[src/rtl/serial_adder_pkg.sv]
// serial_adder_pkg: shared FSM state encoding for the bit-serial adder controller
package serial_adder_pkg;

    typedef enum logic [1:0] {
        IDLE = 2'd0,
        RUN  = 2'd1,
        DONE = 2'd2
    } state_t;

endpackage

[src/rtl/full_adder.sv]
// full_adder: single-bit full adder, the only arithmetic element of the serial adder
module full_adder (
    input  logic a,
    input  logic b,
    input  logic c_in,
    output logic sum,
    output logic c_out
);

    assign sum   = a ^ b ^ c_in;
    assign c_out = (a & b) | (a & c_in) | (b & c_in);

endmodule

[src/rtl/serial_adder_ctrl.sv]
// serial_adder_ctrl: bit-serial WIDTH-bit adder behind valid/ready handshakes; SERIAL_ADDER_SUB_EN adds a subtract mode
module serial_adder_ctrl
    import serial_adder_pkg::*;
#(
    parameter int WIDTH = 8
) (
    input  logic             clk,
    input  logic             rst,
    input  logic             in_valid,
    output logic             in_ready,
    input  logic [WIDTH-1:0] a,
    input  logic [WIDTH-1:0] b,
    input  logic             c_in,
`ifdef SERIAL_ADDER_SUB_EN
    input  logic             sub,
`endif
    output logic             out_valid,
    input  logic             out_ready,
    output logic [WIDTH-1:0] sum,
    output logic             c_out
);

    localparam int CW = $clog2(WIDTH) + 1;

    state_t           state;
    state_t           state_n;
    logic [WIDTH-1:0] a_sh;
    logic [WIDTH-1:0] b_sh;
    logic [WIDTH-1:0] sum_sh;
    logic [WIDTH-1:0] b_ld;
    logic [CW-1:0]    cnt;
    logic             carry;
    logic             c_ld;
    logic             fa_s;
    logic             fa_c;
    logic             last;

`ifdef SERIAL_ADDER_SUB_EN
    // subtract as a + ~b + 1: invert b on capture and force the initial carry
    assign b_ld = sub ? ~b : b;
    assign c_ld = sub | c_in;
`else
    assign b_ld = b;
    assign c_ld = c_in;
`endif

    assign last      = cnt == CW'(WIDTH - 1);
    assign in_ready  = state == IDLE;
    assign out_valid = state == DONE;
    assign sum       = sum_sh;
    assign c_out     = carry;

    full_adder u_fa (
        .a     (a_sh[0]),
        .b     (b_sh[0]),
        .c_in  (carry),
        .sum   (fa_s),
        .c_out (fa_c)
    );

    // state register
    always_ff @(posedge clk or posedge rst) begin
        if (rst) state <= IDLE;
        else     state <= state_n;
    end

    // next state: accept in IDLE, count WIDTH bits in RUN, wait for the consumer in DONE
    always_comb begin
        state_n = state;
        state_n = (state == IDLE) ? (in_valid  ? RUN  : IDLE) :
                  (state == RUN)  ? (last      ? DONE : RUN)  :
                  (state == DONE) ? (out_ready ? IDLE : DONE) : IDLE;
    end

    // datapath: load operands on accept, then shift one bit pair per RUN cycle
    always_ff @(posedge clk or posedge rst) begin
        if (rst) begin
            a_sh   <= '0;
            b_sh   <= '0;
            sum_sh <= '0;
            carry  <= 1'b0;
            cnt    <= '0;
        end else if (state == IDLE && in_valid) begin
            a_sh  <= a;
            b_sh  <= b_ld;
            carry <= c_ld;
            cnt   <= '0;
        end else if (state == RUN) begin
            a_sh   <= a_sh >> 1;
            b_sh   <= b_sh >> 1;
            sum_sh <= (sum_sh >> 1) | (WIDTH'(fa_s) << (WIDTH - 1));
            carry  <= fa_c;
            cnt    <= cnt + CW'(1);
        end
    end

endmodule

[config.mk]
export PLATFORM = sky130hd
export DESIGN_NAME = serial_adder_ctrl
export DESIGN_NICKNAME = d
export VERILOG_FILES = /design/src/rtl/serial_adder_pkg.sv /design/src/rtl/full_adder.sv /design/src/rtl/serial_adder_ctrl.sv
export SDC_FILE = /design/constraint.sdc
export NUM_CORES = 1
export LEC_CHECK = 0
export ABC_AREA = 1
export CORE_MARGIN = 8
export CORE_UTILIZATION = 48
export CTS_CLUSTER_DIAMETER = 120
export DETAILED_ROUTE_END_ITERATION = 16
export GPL_ROUTABILITY_DRIVEN = 1
export PLACE_DENSITY_LB_ADDON = 0.05
export SETUP_SLACK_MARGIN = 0.5
export SYNTH_ARGS = -nofsm -noshare
export SYNTH_HDL_FRONTEND = slang
export SYNTH_SLANG_ARGS = --single-unit
[constraint.sdc]
create_clock -name clk -period 1.6 [get_ports clk]
set_clock_uncertainty 0.2 [all_clocks]
set_input_delay 0.24 -clock clk [delete_from_list [all_inputs] [get_ports clk]]
set_output_delay 0.24 -clock clk [all_outputs]
set_load 0.05 [all_outputs]
==> impl_metrics.json <==
{
  "status": "finished clean",
  "grt_use_total": 0.138,
  "synth.yosys.seq_area_share": 0.570,
  "drt-total-wl_um": 3860,
  "pwr-share-seq": 0.326,
  "fp.dieArea_um2": 4800,
  "cellInternalPower_mw": 2.52,
  "area_delta_synth_final_pct": 67.5,
  "synth.area.mux_share": 0,
  "syn_avg_cell_area_um2": 8.51,
  "dr.pass1.iters": 5,
  "ff_to_ff_start": "state[0]",
  "route.antenna.remaining_nets": 0,
  "initial_cell_density_of_the_core": 0.498,
  "switching_power_mw": 1.93,
  "synth_simple_gate_area_share": 0.320,
  "setup.worst_path.class": "flip-flop to flip-flop",
  "cts.htree.levels": 2,
  "layout-drive-gt1-share": 0.397,
  "grt_setup_unrepaired": "yes",
  "tritoncts": "done",
  "design.core.area_um2": 2730,
  "holdCritPathClass": "input port to asynchronous set/reset pin",
  "grt_antenna_before_repair": 0,
  "synthXorXnorAreaFrac": 0,
  "max_clock_freq_ghz": 0.664,
  "finish.net_count": 241,
  "n_fill_cell": 172,
  "maxCapViolCount": 0,
  "root_buffer": "sky130_fd_sc_hd__clkbuf_4",
  "leakage_nw": 1.17,
  "combinationalPowerShare": 0.558,
  "routedWlPerCell_um": 15.4,
  "clk-insertion-delay-late_ns": 0.32,
  "max-vdd-ir-drop_v": 0.00174,
  "hold_buffers": 0,
  "rd_place_congestion": 0.729,
  "slew_viol_final": 0,
  "grt-ovfl-total": 0,
  "yosys_warnings": 0,
  "fp.dieH_um": 69.3,
  "final-setup-viol-count": 0,
  "cp.required_ns": 1.65,
  "syn_nets": 183,
  "totalNegativeSetupSlack_ns": 0,
  "drc": 0,
  "power.density_cell_area_nw_per_um2": 1950,
  "timing.final.crit_share": 0.941,
  "port_buffers": 31,
  "synth_top_family_by_area": "simple AND/OR/NAND/NOR gates",
  "critical_path.endpoint_type": "flip-flop",
  "critical_path.startpoint_type": "flip-flop",
  "setup.worst_path.end": "a_sh[3]",
  "layout.area.seq_um2": 779,
  "count_of_vias_placed_by_the_detailed_router": 1309,
  "worst_ep_arrival_time_ns": 1.56,
  "worst-slew-pin-transition_ns": 0.257,
  "power_frac_clock": 0.116,
  "ctsLongestPathBuffers": 2,
  "r2r.worst_path.cells": 6,
  "path_clk_slew_ns": 0.10,
  "r2r_endpoint": "a_sh[3]",
  "layout_common_cells": "65 x sky130_fd_sc_hd__nand2_1, 28 x sky130_fd_sc_hd__dfrtp_1, 20 x sky130_fd_sc_hd__clkdlybuf4s50_1, 13 x sky130_fd_sc_hd__nand2_2",
  "tritoncts_num_sinks": 31,
  "post_synthesis_adder_cell_area_fraction": 0.0239,
  "io_pins": 32,
  "worstSetupStartpoint": "state[0]",
  "p_total_mw": 4.45,
  "finalHoldViolCount": 0,
  "postSynthRegisterBits": 31,
  "switching_share": 0.434,
  "antennaDiodeCount": 0,
  "rrSetupSlack_ns": 0.09,
  "std_cell_rows": 19,
  "post_synth_inst_count": 160,
  "dp_hpwl_um": 1930,
  "detailedRoute.firstIterationViolations": 80,
  "layout.cells.most_common": "sky130_fd_sc_hd__nand2_1",
  "total_standard_cell_area_after_synthesis_um2": 1360,
  "relative_slew_slack": 0.828,
  "netlist-cell-type-count": 17,
  "vias_in_the_first_global_route": 1207,
  "route.detailed.vias_per_inst": 5.24,
  "timing.final.crit_period_ns": 1.51,
  "synth-compound-area-share": 0.0285,
  "die_width_um": 69.3,
  "multi_input_comb_area_um2": 689,
  "path_max_fanout": 5,
  "cts_made_buffers": 5,
  "grt_start_max_net_pins": 32,
  "global_route_wire_length_before_repair_um": 5550
}
-- Yosys cell counts --
library cell,n,area (um^2)
sky130_fd_sc_hd__nand2_2,1,6.26
sky130_fd_sc_hd__a31oi_1,1,6.26
sky130_fd_sc_hd__nor2_2,1,6.26
sky130_fd_sc_hd__buf_6,3,33.8
sky130_fd_sc_hd__ha_1,1,12.5
sky130_fd_sc_hd__nor2_1,4,15.0
sky130_fd_sc_hd__fa_1,1,20.0
sky130_fd_sc_hd__nand2_1,83,312
sky130_fd_sc_hd__dfrtp_1,31,776
sky130_fd_sc_hd__inv_1,6,22.5
sky130_fd_sc_hd__inv_4,2,12.5
sky130_fd_sc_hd__nand2_4,1,11.3
sky130_fd_sc_hd__o31ai_1,1,7.51
sky130_fd_sc_hd__nand3_1,17,85.1
sky130_fd_sc_hd__buf_2,2,10.0
sky130_fd_sc_hd__o21ai_1,2,10.0
sky130_fd_sc_hd__o21ai_0,3,15.0
-- critical path, cell delays in order, from the launching register on --
cell,delay [ns]
sky130_fd_sc_hd__dfrtp_2,0.47
sky130_fd_sc_hd__buf_6,0.14
sky130_fd_sc_hd__o21ai_4,0.25
sky130_fd_sc_hd__buf_6,0.14
sky130_fd_sc_hd__buf_6,0.12
sky130_fd_sc_hd__nand2_1,0.05
sky130_fd_sc_hd__nand3_1,0.07
-- logic make-up (layout without fill, tap and decap cells) --
family                   Yosys count  in the layout
AND/OR/NAND/NOR                  107            108
flip-flops                        31             31
buffers and inverters             13             71
AO/OA/AOI/OAI                      7              7
adder cells (fa/ha/maj)            2              2
-- sequential cells by signal, summed over array words and instances, names as in the netlist --
| signal | count |
|---|---|
| state | 2 |
| a_sh | 8 |
| cnt | 4 |
| b_sh | 8 |
| sum | 8 |
| c_out | 1 |
-- cell type report --
| type | count | area share |
|---|---|---|
| Tap cell | 31 | 0.0170 |
| Multi-Input combinational cell | 117 | 0.302 |
| Sequential cell | 31 | 0.342 |
| Clock buffer | 8 | 0.0302 |
| Timing Repair inverter | 4 | 0.0170 |
| Timing Repair Buffer | 51 | 0.269 |
| Inverter | 8 | 0.0225 |
-- worst min-delay path by stage --
| stage | to | slack, ns | start |
|---|---|---|---|
| final | sum[0] | 0.09 | rst |
| after global routing | cnt[2] | 0.1 | rst |
| after CTS | sum[5] | 0.09 | rst |
| after detailed placement | a_sh[7] | 0.28 | a_sh[7] |
| after global placement | b_sh[7] | 0.26 | b_sh[7] |
| after floorplan | a_sh[0] | -0.04 | rst |
-- metrics by stage --
step	utilization	hold slack (ns)	setup slack [ns]	area, um^2	std cells
after floorplan	-	-0.0380	0.147	1390	160
after global placement	0.669	0.263	0.0992	1830	219
after detailed placement	0.669	0.283	0.0850	1830	219
after CTS	0.759	0.0903	0.0922	2080	243
after global routing	0.834	0.0985	0.0375	2280	250
final	0.834	0.0853	0.0940	2280	250
-- power groups by stage --
stage / clock (mW) / sequential [mW] / combinational, mW
finish: 0.515 / 1.45 / 2.49
global route: 0.563 / 1.49 / 2.65
CTS: 0.529 / 1.39 / 2.11
detailed placement: 0 / 1.42 / 1.72
global placement: 0 / 1.41 / 1.69
floorplan: 0 / 1.67 / 0.792
-- routing by layer --
metal | share of wire | track usage | vias to the layer above
li1 | - | - | 619
met1 | 0.43 | 0.162 | 633
met2 | 0.50 | 0.224 | 48
met3 | 0.048 | 0.0486 | 9
met4 | 0.021 | 0.0501 | 0
met5 | 0 | 0 | -
-- repair_timing --
item / 4_1_cts / 5_1_grt
gates cloned: 7 / 1
pin swaps: 2 / 9
buffers inserted: 9 / 6
endpoints found under the setup margin: 42 / 42
resized for setup: 15 / 44
Power figures use the tool's default switching activity.
